===== config.mk =====
export PLATFORM = sky130hd
export DESIGN_NAME = int_prod_mac_flat
export DESIGN_NICKNAME = d
export VERILOG_FILES = /design/src/rtl/int_prod_mac_if.sv /design/src/rtl/int_prod_mac.sv /design/src/flat_wrapper.sv
export SDC_FILE = /design/constraint.sdc
export NUM_CORES = 1
export LEC_CHECK = 0
export CELL_PAD_IN_SITES_DETAIL_PLACEMENT = 0
export CELL_PAD_IN_SITES_GLOBAL_PLACEMENT = 1
export CORE_MARGIN = 4
export CORE_UTILIZATION = 50
export CTS_BUF_LIST = sky130_fd_sc_hd__clkbuf_2
export DETAILED_ROUTE_END_ITERATION = 8
export GPL_TIMING_DRIVEN = 0
export PLACE_DENSITY_LB_ADDON = 0.1
export REMOVE_ABC_BUFFERS = 1
export SLEW_MARGIN = 15
export SYNTH_ARGS = -nofsm -noshare
export SYNTH_HDL_FRONTEND = slang
export SYNTH_SLANG_ARGS = --single-unit

===== constraint.sdc =====
create_clock -name clk -period 7 [get_ports clk]
set_clock_uncertainty 0.05 [all_clocks]
set_input_delay 1.05 -clock clk [delete_from_list [all_inputs] [get_ports clk]]
set_output_delay 1.05 -clock clk [all_outputs]
set_load 0.01 [all_outputs]

===== src/rtl/int_prod_mac_if.sv =====
// int_prod_mac_if: vector-pair input and registered result bundle for int_prod_mac
interface int_prod_mac_if #(
    parameter int N_ELEM = 5,
    parameter int ELEM_W = 8
);
    logic                       in_valid;
    logic [N_ELEM*ELEM_W-1:0]   lin;
    logic [N_ELEM*ELEM_W-1:0]   col;
    logic [ELEM_W-1:0]          n_out;
    logic                       ovf;
    logic                       out_valid;
    modport master (output in_valid, lin, col, input n_out, ovf, out_valid);
    modport slave  (input in_valid, lin, col, output n_out, ovf, out_valid);
endinterface


===== src/rtl/int_prod_mac.sv =====
// int_prod_mac: two-stage signed inner product of two packed vectors with wrap result and overflow flag
module int_prod_mac #(
    parameter int N_ELEM = 5,
    parameter int ELEM_W = 8
) (
    input logic            clk,
    input logic            rst,
    int_prod_mac_if.slave  bus
);
    localparam int PW = 2 * ELEM_W;
    localparam int SW = PW + $clog2(N_ELEM) + 1;

    logic [PW-1:0]        mul  [N_ELEM];
    logic [PW-1:0]        prod [N_ELEM];
    logic                 v1;
    logic [SW-1:0]        sum;
    logic [SW-ELEM_W:0]   top;
    logic                 ovf_c;

    function automatic logic [PW-1:0] sx(input logic [ELEM_W-1:0] x);
        return {{ELEM_W{x[ELEM_W-1]}}, x};
    endfunction

    // element 1 sits in the most significant slot
    always_comb begin
        for (int i = 0; i < N_ELEM; i++)
            mul[i] = sx(bus.lin[(N_ELEM-1-i)*ELEM_W +: ELEM_W]) * sx(bus.col[(N_ELEM-1-i)*ELEM_W +: ELEM_W]);
    end

    always_comb begin
        sum = '0;
        for (int i = 0; i < N_ELEM; i++)
            sum = sum + {{(SW-PW){prod[i][PW-1]}}, prod[i]};
        top = sum[SW-1:ELEM_W-1];
        ovf_c = !((&top) || (~|top));
    end

    always_ff @(posedge clk or negedge rst) begin
        if (!rst) begin
            v1 <= 1'b0;
            for (int i = 0; i < N_ELEM; i++)
                prod[i] <= '0;
        end else begin
            v1 <= bus.in_valid;
            if (bus.in_valid)
                prod <= mul;
        end
    end

    always_ff @(posedge clk or negedge rst) begin
        if (!rst) begin
            bus.out_valid <= 1'b0;
            bus.n_out     <= '0;
            bus.ovf       <= 1'b0;
        end else begin
            bus.out_valid <= v1;
            if (v1) begin
                bus.n_out <= sum[ELEM_W-1:0];
                bus.ovf   <= ovf_c;
            end
        end
    end
endmodule


===== src/flat_wrapper.sv =====
// flat-port wrapper written by rule: the top's interface ports become plain ports
module int_prod_mac_flat 
#(
    parameter int N_ELEM = 5,
    parameter int ELEM_W = 8
)
  (clk, rst, bus_in_valid, bus_lin, bus_col, bus_n_out, bus_ovf, bus_out_valid);
  int_prod_mac_if #(.N_ELEM(N_ELEM), .ELEM_W(ELEM_W)) bus_i ();
  input logic clk;
  input logic rst;
  input wire logic [$bits(bus_i.in_valid)-1:0] bus_in_valid;
  input wire logic [$bits(bus_i.lin)-1:0] bus_lin;
  input wire logic [$bits(bus_i.col)-1:0] bus_col;
  output wire logic [$bits(bus_i.n_out)-1:0] bus_n_out;
  output wire logic [$bits(bus_i.ovf)-1:0] bus_ovf;
  output wire logic [$bits(bus_i.out_valid)-1:0] bus_out_valid;
  assign bus_i.in_valid = bus_in_valid;
  assign bus_i.lin = bus_lin;
  assign bus_i.col = bus_col;
  assign bus_n_out = bus_i.n_out;
  assign bus_ovf = bus_i.ovf;
  assign bus_out_valid = bus_i.out_valid;
  int_prod_mac #(.N_ELEM(N_ELEM), .ELEM_W(ELEM_W)) u_core (.clk(clk), .rst(rst), .bus(bus_i));
endmodule

==> reports/qor.log, run 1 <==
qor: run_status.status finished, final reports clean
qor: worst_setup_path.reg2reg_setup_slack 0.88 ns
qor: detailed_routing.remaining_drc_errors 0
qor: detailed_routing.dr.first_iter.drc_count 421
qor: worst_setup_path.worstReg2RegStart u_core.prod[49]
qor: clock_tree.path_clk_slew 0.27 ns
qor: clock_tree.postCtsResizedCells 0
qor: floorplanning.die_h 196.1 µm
qor: floorplanning.fp.dieW 196.1 µm
qor: worst_setup_path.critPathSlowestCell sky130_fd_sc_hd__o41ai_1
qor: sta.clock.fmax 163.3 MHz
qor: placed_design.dpl.hpwl 29930 µm
qor: global_routing.global_route_usage_over_all_layers 0.1909
qor: synth.synthArstFlopShare 1.000
qor: worst_setup_path.crit_path_start_kind flip-flop
qor: synth.syn_area_per_cell 9.461 µm²
qor: placed_design.routability_cong 0.8211
qor: floorplanning.top_level_pins 93
qor: final_layout.finish.net_count 2532
qor: detailed_routing.first_pass_iters 4
qor: global_routing.grt_start_max_net_pins 71
qor: floorplanning.die_area 0.03844 mm²
qor: clock_tree.clkLatencyLatePin 0.64 ns
qor: worst_setup_path.path_class flip-flop to flip-flop
qor: worst_hold_path.worstHoldPathType primary input to asynchronous set/reset pin
qor: worst_setup_path.r2r_cells 19
qor: final_layout.drive_above_1_share 0.03515
qor: placed_design.port-buffer-count 92
qor: worst_setup_path.biggest_cell_delay_along_the_critical_path 0.67 ns
qor: sta.timing.final.crit_share 0.8746
qor: clock_tree.cts.htree.levels 3
qor: sta.worstMarginPinSlew 0.7971 ns
qor: clock_tree.cts_hold_bufs 0
qor: worst_setup_path.path_cells ha_1 > a21o_1 > a21oi_1 > o21ai_0 > a31oi_1 > o21ai_0 > o41ai_1 > o2111ai_1 > a21oi_1 > xor2_1 > fa_1 > inv_1 > fa_1 > ha_1 > nor3_1 > a2111oi_0 > o311ai_0 > or4_1 > o211a_1
qor: detailed_routing.drt-total-wl 34250 µm
qor: sta.final-setup-viol-count 0
qor: synth.synth_ff_type sky130_fd_sc_hd__dfrtp_1
qor: sta.hold_viol 0
qor: sta.finalSetupTns 0 ns
qor: placed_design.placement.cell_area 0.01917 mm²
qor: floorplanning.placement_rows 68
qor: sta.setup_repair_after_global_routing_missed_its_margin false
qor: worst_setup_path.end_kind flip-flop
qor: placed_design.placed_cells 2402
qor: detailed_routing.via_count 12240
qor: global_routing.grt_overflow_total 0
qor: worst_setup_path.critical_path_s_top_delay_family compound AO/OA/AOI/OAI gates
qor: floorplanning.core-area 0.03471 mm²
qor: worst_setup_path.critPathArrivalTime 6.60 ns
qor: worst_setup_path.r2r-end u_core.bus.ovf
qor: detailed_routing.wl_per_cell 14.16 µm
qor: worst_setup_path.worstPathRequired 7.48 ns
qor: detailed_routing.routed_via_density 5.059
qor: final_layout.area_growth_syn_to_layout 9.093%
qor: global_routing.number_of_antenna_violations_at_the_first_check_in_global_routing 1
qor: global_routing.grt_pass1_vias 13210
qor: global_routing.grt_first_pass_wirelength 61940 µm
qor: synth.synth-seq-area-share 0.1288
qor: clock_tree.cts-root-to-sink-buffers 2
qor: clock_tree.cts_tree done
qor: worst_setup_path.cp.buffers_inverters 1
qor: synth.netlist-cell-type-count 50
qor: worst_setup_path.worstPathMaxFanout 8
qor: synth.synth_warnings 0
qor: synth.postSynthCellCount 1869
qor: clock_tree.cts_post_setup_buffers_inserted 0
qor: floorplanning.floorplan.initialDensity 0.5094
qor: sta.period_minus_slack 6.122 ns
qor: sta.slew-limit-headroom 0.4616
qor: detailed_routing.antenna_left 0
qor: synth.edff_count_synth 0
qor: flow_run.cap_viol_max_count 0
qor: final_layout.instances_no_fill 2419
qor: final_layout.stdcell_area 0.01929 mm²
qor: synth.ys_ff_latch 91
qor: sta.final_max_slew_viol_count 0
qor: clock_tree.numClockSinks 91
qor: synth.post_synth_instance_area 0.01768 mm²
qor: clock_tree.cts_made_buffers 9
qor: clock_tree.cts_root_buffer sky130_fd_sc_hd__clkbuf_2
worst max-delay path by stage:
stage                      endpoint  slack, ns  cells past startpoint            start
floorplan            u_core.bus.ovf       1.68                     22  u_core.prod[49]
global placement    u_core.prod[63]       0.79                     17      bus_lin[27]
detailed placement  u_core.prod[76]       0.83                     19      bus_lin[38]
CTS                  u_core.bus.ovf       0.93                     22  u_core.prod[49]
global route         u_core.bus.ovf       0.41                     23  u_core.prod[49]
finish               u_core.bus.ovf       0.88                     19  u_core.prod[49]
state kept, by name (all words and copies together), names as in the netlist:
name / count
u_core.prod: 80
u_core.bus.n_out: 8
u_core.bus.out_valid: 1
u_core.bus.ovf: 1
u_core.v1: 1
cells in the mapped netlist (4+ instances only):
cell type,count,share of area
sky130_fd_sc_hd__nand4_1,6,0.0021
sky130_fd_sc_hd__o21a_1,4,0.0017
sky130_fd_sc_hd__mux2_2,44,0.028
sky130_fd_sc_hd__xnor2_1,68,0.034
sky130_fd_sc_hd__nor2_1,56,0.012
sky130_fd_sc_hd__and2_1,182,0.064
sky130_fd_sc_hd__mux2i_1,10,0.0057
sky130_fd_sc_hd__a21o_1,25,0.011
sky130_fd_sc_hd__nand3b_1,9,0.0038
sky130_fd_sc_hd__inv_1,438,0.093
sky130_fd_sc_hd__o21ai_0,62,0.018
sky130_fd_sc_hd__nand2_1,136,0.029
sky130_fd_sc_hd__nand2b_1,42,0.015
sky130_fd_sc_hd__dfrtp_1,91,0.13
sky130_fd_sc_hd__and3_1,9,0.0032
sky130_fd_sc_hd__a21oi_1,35,0.0099
sky130_fd_sc_hd__fa_1,311,0.35
sky130_fd_sc_hd__o211ai_1,4,0.0017
sky130_fd_sc_hd__o2111ai_1,8,0.0040
sky130_fd_sc_hd__o41ai_1,5,0.0025
sky130_fd_sc_hd__nor2b_1,7,0.0025
sky130_fd_sc_hd__or3_1,7,0.0025
sky130_fd_sc_hd__nor3_1,12,0.0034
sky130_fd_sc_hd__a21boi_0,14,0.0059
sky130_fd_sc_hd__a31oi_1,8,0.0028
sky130_fd_sc_hd__nand3_1,24,0.0068
sky130_fd_sc_hd__xor2_1,24,0.012
sky130_fd_sc_hd__clkbuf_1,13,0.0028
sky130_fd_sc_hd__ha_1,180,0.13
logic make-up after synthesis:
group | count (synthesis) | share of synthesized area
AND/OR/NAND/NOR | 502 | 0.1495
adder cells (fa/ha/maj) | 491 | 0.4795
buffers and inverters | 454 | 0.09638
AO/OA/AOI/OAI | 185 | 0.06659
XOR/XNOR | 92 | 0.04557
flip-flops | 91 | 0.1288
multiplexers | 54 | 0.03368
metal layers:
metal	wire length (µm)	global-route usage	share of wire	vias to the layer above
met5	0	0	0	-
met4	204	0.01939	0.0060	0
met3	869	0.02198	0.025	14
met2	17470	0.3387	0.51	115
met1	15700	0.2632	0.46	6173
li1	-	-	-	5936
cell usage in the layout, fill, tap and decap left out, drive strengths merged, types with 8 or more instances in the layout:
| cell | Yosys | final |
|---|---|---|
| xnor2 | 68 | 68 |
| o2111ai | 8 | 8 |
| nand3b | 9 | 9 |
| a21oi | 36 | 36 |
| a21boi | 14 | 14 |
| nand2 | 136 | 136 |
| and2 | 182 | 182 |
| and3 | 9 | 9 |
| mux2i | 10 | 10 |
| a21o | 25 | 25 |
| ha | 180 | 180 |
| mux2 | 44 | 44 |
| fa | 311 | 311 |
| dfrtp | 91 | 91 |
| nor2 | 56 | 56 |
| clkdlybuf4s50 | 0 | 90 |
| clkbuf | 13 | 10 |
| nor3 | 12 | 12 |
| xor2 | 24 | 24 |
| inv | 438 | 441 |
| a31oi | 8 | 8 |
| nand3 | 24 | 24 |
| o21ai | 63 | 63 |
| nand2b | 42 | 42 |
cell type report:
class / count / area (µm²)
diodes: 1 / 2.502
clock buffers: 10 / 50.05
clock inverters: 6 / 71.32
fillers: 3224 / 15420
inverters: 438 / 1644
multi-input cells: 1324 / 13700
flip-flops and latches: 91 / 2277
well taps: 455 / 569.3
repair buffers: 94 / 974.7
per-stage QoR:
| stage | utilization | hold WS [ns] | setup WS, ns |
|---|---|---|---|
| floorplan | - | 0.4126 | 1.680 |
| global placement | 0.5506 | 0.4413 | 0.7940 |
| detailed placement | 0.5521 | 0.4527 | 0.8263 |
| CTS | 0.5556 | 0.2442 | 0.9305 |
| global route | 0.5557 | 0.2349 | 0.4050 |
| finish | 0.5557 | 0.2739 | 0.8778 |
Power of run 1 is not shown: default switching activity piles up to over one toggle a cycle in this logic, so the estimate is an artifact.
==> run 2, diff against run 1 <==
--- a/config.mk
+++ b/config.mk
@@ -8,7 +8,7 @@
 export CELL_PAD_IN_SITES_DETAIL_PLACEMENT = 0
 export CELL_PAD_IN_SITES_GLOBAL_PLACEMENT = 1
 export CORE_MARGIN = 4
-export CORE_UTILIZATION = 50
+export CORE_UTILIZATION = 46
 export CTS_BUF_LIST = sky130_fd_sc_hd__clkbuf_2
 export DETAILED_ROUTE_END_ITERATION = 8
 export GPL_TIMING_DRIVEN = 0
==> reports/qor.log, run 2 (synthesis results as in run 1) <==
qor: run_status.status finished, final reports clean
qor: worst_setup_path.worstReg2RegStart u_core.prod[64]
qor: global_routing.use_met1 0.2471
qor: clock_tree.cts_root_buffer sky130_fd_sc_hd__clkbuf_2
qor: final_layout.layout.cells.most_common_list sky130_fd_sc_hd__inv_1 (438), sky130_fd_sc_hd__fa_1 (311), sky130_fd_sc_hd__and2_1 (182), sky130_fd_sc_hd__ha_1 (180), sky130_fd_sc_hd__nand2_1 (136)
qor: worst_setup_path.worstPathMaxFanout 5
qor: floorplanning.fp.dieW 204.1 µm
qor: floorplanning.die_h 204.1 µm
qor: sta.setup_repair_after_global_routing_missed_its_margin false
qor: clock_tree.cts.htree.levels 3
qor: worst_setup_path.reg2reg_setup_slack 1.03 ns
qor: sta.timing.final.crit_share 0.8524
qor: clock_tree.numClockSinks 91
qor: sta.worstMarginPinSlew 0.6381 ns
qor: sta.final-setup-viol-count 0
qor: final_layout.drive_above_1_share 0.03515
qor: floorplanning.placement_rows 71
qor: clock_tree.cts_post_setup_buffers_inserted 0
qor: detailed_routing.dr.first_iter.drc_count 426
qor: placed_design.routability_cong 0.8028
qor: global_routing.grt_pass1_vias 12920
qor: detailed_routing.routed_via_density 4.886
qor: detailed_routing.remaining_drc_errors 0
qor: global_routing.grt_start_max_net_pins 71
qor: final_layout.largest_register_ff_count 80
qor: final_layout.filler_cell_count 3580
qor: sta.hold_viol 0
qor: floorplanning.top_level_pins 93
qor: sta.period_minus_slack 5.967 ns
qor: final_layout.area_growth_syn_to_layout 9.624%
qor: global_routing.global_route_usage_over_all_layers 0.1766
qor: worst_setup_path.crit_path_start_kind flip-flop
qor: final_layout.final_common_cell sky130_fd_sc_hd__inv_1
qor: sta.slew-limit-headroom 0.5690
qor: worst_hold_path.worstHoldPathType primary input to asynchronous set/reset pin
qor: final_layout.finish.net_count 2532
qor: global_routing.number_of_antenna_violations_at_the_first_check_in_global_routing 1
qor: detailed_routing.via_count 12090
qor: worst_setup_path.worstPathRequired 7.48 ns
qor: clock_tree.cts-root-to-sink-buffers 2
qor: clock_tree.cts_tree done
qor: detailed_routing.antenna_left 0
qor: final_layout.multi_input_area 0.01370 mm²
qor: sta.worst_hold_slack_after_final_layout 0.3311 ns
qor: clock_tree.cts_hold_bufs 0
qor: placed_design.port-buffer-count 92
qor: final_layout.reg.largest.list u_core.prod: 80 flops, u_core.bus.n_out: 8 flops
qor: worst_setup_path.worstSetupStartpoint u_core.prod[64]
qor: global_routing.global_route.usage.met2 0.3113
qor: final_layout.layout.area.seq 0.002277 mm²
qor: detailed_routing.first_pass_iters 4
qor: detailed_routing.drt-total-wl 33990 µm
qor: detailed_routing.wl_per_cell 13.73 µm
qor: global_routing.use_met3 0.01460
qor: floorplanning.floorplan.initialDensity 0.4683
qor: clock_tree.path_clk_slew 0.27 ns
qor: worst_setup_path.critPathArrivalTime 6.44 ns
qor: clock_tree.postCtsResizedCells 0
qor: worst_setup_path.path_class flip-flop to flip-flop
qor: floorplanning.core-area 0.03776 mm²
qor: placed_design.dpl.hpwl 29900 µm
qor: global_routing.globalRoute.busiestLayer met2
qor: global_routing.grt_first_pass_wirelength 61740 µm
qor: worst_setup_path.end_kind flip-flop
qor: global_routing.grt_overflow_total 0
qor: sta.finalSetupTns 0 ns
qor: clock_tree.cts_made_buffers 9
qor: final_layout.top_register u_core.prod
qor: sta.final_max_slew_viol_count 0
qor: floorplanning.die_area 0.04164 mm²
qor: clock_tree.clkLatencyLatePin 0.61 ns
qor: flow_run.cap_viol_max_count 0
qor: sta.clock.fmax 167.6 MHz
run 2: per-stage QoR:
stage / setup slack (ns) / util / instance area, µm² / instances
final: 1.033 / 0.5134 / 19380 / 2475
after global routing: 0.4474 / 0.5134 / 19380 / 2475
after CTS: 1.002 / 0.5133 / 19380 / 2474
after detailed placement: 0.7524 / 0.5095 / 19240 / 2458
after global placement: 0.7923 / 0.5081 / 19180 / 2456
after floorplan: 1.680 / - / 17620 / 1853
run 2: area by class of cell:
class | count | area share
inverter | 438 | 0.08482
multi-input combinational | 1324 | 0.7068
sequential | 91 | 0.1175
clock buffer | 10 | 0.002582
tap | 511 | 0.03298
antenna | 1 | 0.0001291
clock inverter | 6 | 0.004906
timing repair buffer | 94 | 0.05028
run 2: per-layer routing:
| metal | vias up | wire [µm] |
|---|---|---|
| li1 | 5943 | - |
| met1 | 6053 | 15960 |
| met2 | 86 | 17130 |
| met3 | 12 | 652 |
| met4 | 0 | 236 |
| met5 | - | 0 |
run 2: worst paths after layout:
path | to | cells past startpoint
setup / recovery | u_core.bus.ovf | 24
hold / removal | u_core.bus.n_out[0] | 1
setup reg to reg | u_core.bus.ovf | 24
hold reg to reg | u_core.bus.n_out[2] | 2
max in group asynchronous | u_core.prod[66] | 2
min in group clk | u_core.bus.n_out[2] | 2
run 2: worst max-delay path, cell delays in order (launching register included):
cell	delay (ns)
sky130_fd_sc_hd__dfrtp_1	0.44
sky130_fd_sc_hd__ha_1	0.17
sky130_fd_sc_hd__inv_1	0.05
sky130_fd_sc_hd__fa_1	0.39
sky130_fd_sc_hd__nor2b_1	0.14
sky130_fd_sc_hd__o21ai_0	0.10
sky130_fd_sc_hd__a21boi_0	0.25
sky130_fd_sc_hd__o21ai_0	0.14
sky130_fd_sc_hd__a21oi_1	0.24
sky130_fd_sc_hd__o2111ai_1	0.21
sky130_fd_sc_hd__nand3b_1	0.13
sky130_fd_sc_hd__a21oi_1	0.08
sky130_fd_sc_hd__xor2_1	0.23
sky130_fd_sc_hd__fa_1	0.46
sky130_fd_sc_hd__inv_1	0.08
sky130_fd_sc_hd__fa_1	0.42
sky130_fd_sc_hd__ha_1	0.36
sky130_fd_sc_hd__a21oi_1	0.27
sky130_fd_sc_hd__nand2_1	0.12
sky130_fd_sc_hd__a221o_1	0.36
sky130_fd_sc_hd__a21o_1	0.21
sky130_fd_sc_hd__a21oi_2	0.15
sky130_fd_sc_hd__xnor2_1	0.10
sky130_fd_sc_hd__or4_1	0.51
sky130_fd_sc_hd__o211a_1	0.21
Power of run 2 is left out for the same reason.
==> run 3, diff against run 2 <==
--- a/config.mk
+++ b/config.mk
@@ -14,7 +14,7 @@
 export GPL_TIMING_DRIVEN = 0
 export PLACE_DENSITY_LB_ADDON = 0.1
 export REMOVE_ABC_BUFFERS = 1
-export SLEW_MARGIN = 15
+export SETUP_SLACK_MARGIN = 0.2
 export SYNTH_ARGS = -nofsm -noshare
 export SYNTH_HDL_FRONTEND = slang
 export SYNTH_SLANG_ARGS = --single-unit
==> reports/qor.log, run 3 (synthesis results as in run 1) <==
qor: final_layout.largest_register_ff_count 80
qor: floorplanning.top_level_pins 93
qor: global_routing.grt_start_max_net_pins 71
qor: sta.timing.final.crit_share 0.8611
qor: worst_setup_path.critPathArrivalTime 6.51 ns
qor: worst_setup_path.worstReg2RegStart u_core.prod[49]
qor: placed_design.dpl.hpwl 29850 µm
qor: flow_run.cap_viol_max_count 0
qor: final_layout.reg.largest.list u_core.prod: 80 flops, u_core.bus.n_out: 8 flops
qor: global_routing.global_route_usage_over_all_layers 0.1761
qor: final_layout.layout.cells.most_common_list sky130_fd_sc_hd__inv_1 (438), sky130_fd_sc_hd__fa_1 (311), sky130_fd_sc_hd__and2_1 (182), sky130_fd_sc_hd__ha_1 (180), sky130_fd_sc_hd__nand2_1 (136)
qor: clock_tree.cts_hold_bufs 0
qor: sta.worstMarginPinSlew 0.7194 ns
qor: floorplanning.die_area 0.04164 mm²
qor: sta.clock.fmax 165.9 MHz
qor: global_routing.grt_overflow_total 0
qor: final_layout.area_growth_syn_to_layout 9.362%
qor: floorplanning.core-area 0.03776 mm²
qor: clock_tree.cts-root-to-sink-buffers 2
qor: clock_tree.cts_root_buffer sky130_fd_sc_hd__clkbuf_2
qor: detailed_routing.wl_per_cell 13.78 µm
qor: worst_setup_path.worstPathMaxFanout 8
qor: detailed_routing.via_count 12090
qor: final_layout.final_common_cell sky130_fd_sc_hd__inv_1
qor: clock_tree.cts_tree done
qor: sta.worst_hold_slack_after_final_layout 0.3003 ns
qor: worst_setup_path.r2r-end u_core.bus.ovf
qor: sta.final-setup-viol-count 0
qor: worst_setup_path.path_cells ha_1 > a21o_1 > a21oi_1 > o21ai_0 > a31oi_1 > o21ai_0 > o41ai_1 > o2111ai_1 > a21oi_1 > xor2_1 > fa_1 > inv_1 > fa_1 > ha_1 > nor3_1 > a2111oi_0 > o311ai_0 > or4_1 > o211a_1
qor: global_routing.grt_pass1_vias 12950
qor: final_layout.drive_above_1_share 0.03464
qor: detailed_routing.drt-total-wl 34100 µm
qor: worst_setup_path.crit_path_start_kind flip-flop
qor: clock_tree.cts_post_setup_buffers_inserted 0
qor: placed_design.routability_cong 0.8028
qor: clock_tree.clkLatencyLatePin 0.62 ns
qor: worst_setup_path.biggest_cell_delay_along_the_critical_path 0.60 ns
qor: detailed_routing.remaining_drc_errors 0
qor: floorplanning.die_h 204.1 µm
qor: sta.finalSetupTns 0 ns
qor: final_layout.top_register u_core.prod
qor: sta.slew-limit-headroom 0.5204
qor: detailed_routing.first_pass_iters 4
qor: global_routing.number_of_antenna_violations_at_the_first_check_in_global_routing 1
qor: placed_design.port-buffer-count 92
qor: worst_setup_path.end_kind flip-flop
qor: detailed_routing.antenna_left 0
qor: sta.period_minus_slack 6.028 ns
qor: detailed_routing.routed_via_density 4.883
qor: worst_setup_path.r2r_cells 19
qor: clock_tree.postCtsResizedCells 0
qor: worst_setup_path.critical_path_s_top_delay_family compound AO/OA/AOI/OAI gates
qor: clock_tree.cts_made_buffers 9
qor: sta.setup_repair_after_global_routing_missed_its_margin false
qor: clock_tree.cts.htree.levels 3
qor: worst_setup_path.reg2reg_setup_slack 0.97 ns
qor: worst_setup_path.worstPathRequired 7.48 ns
qor: final_layout.final_core_util 0.5122
qor: clock_tree.numClockSinks 91
qor: clock_tree.path_clk_slew 0.29 ns
qor: floorplanning.floorplan.initialDensity 0.4683
qor: worst_setup_path.cp.buffers_inverters 1
qor: worst_setup_path.worstSetupStartpoint u_core.prod[49]
qor: sta.final_max_slew_viol_count 0
qor: floorplanning.fp.dieW 204.1 µm
qor: detailed_routing.dr.first_iter.drc_count 458
qor: global_routing.grt_first_pass_wirelength 61460 µm
qor: floorplanning.placement_rows 71
qor: sta.hold_viol 0
qor: worst_hold_path.worstHoldPathType primary input to asynchronous set/reset pin
qor: worst_setup_path.path_class flip-flop to flip-flop
qor: run_status.status finished, final reports clean
qor: final_layout.finish.net_count 2532
qor: worst_setup_path.critPathSlowestCell sky130_fd_sc_hd__o41ai_1
[run 3: changes by cell type in the layout (fill, tap and decap cells not counted), sizes merged]
cell / before / now
bufinv: 2 / 0
inv: 440 / 442
clkbuf: 10 / 9
clkinvlp: 0 / 1
[run 3: layer usage]
layer	track usage	vias up	routed length (µm)
li1	-	5943	-
met1	0.2463	6043	16090
met2	0.3117	91	17220
met3	0.01761	9	662
met4	0.01579	0	119
met5	0	-	0
[run 3: area by class of cell]
type	instances	area, µm²
well taps	511	639.4
clock inverters	7	57.56
multi-input cells	1324	13700
flip-flops and latches	91	2277
diodes	1	2.502
repair buffers	94	970.9
clock buffers	9	45.04
inverters	438	1644
fillers	3584	18420
[run 3: worst reg2reg max path, delay by kind of cell (launching register included)]
family,cells,cell delay (ns)
compound gates,11,2.91
fa+ha+maj,4,1.74
simple gates,2,0.66
flops,1,0.44
xor+xnor,1,0.12
buf+inv,1,0.05
[run 3: worst max path at each step]
stage	end	slack, ns	cells past startpoint
after floorplan	u_core.bus.ovf	1.68	22
after global placement	u_core.prod[78]	0.79	19
after detailed placement	u_core.prod[76]	0.78	19
after CTS	u_core.bus.ovf	0.99	22
after global routing	u_core.bus.ovf	0.40	20
final	u_core.bus.ovf	0.97	19
[run 3: stage by stage]
step / instance area, µm² / std cells / worst slack (ns)
2_1_floorplan: 17620 / 1853 / 1.680
3_3_place_gp: 19180 / 2456 / 0.7923
3_5_place_dp: 19230 / 2458 / 0.7773
4_1_cts: 19330 / 2474 / 0.9874
5_1_grt: 19340 / 2475 / 0.3987
6_report: 19340 / 2475 / 0.9720
Power of run 3 is left out for the same reason.
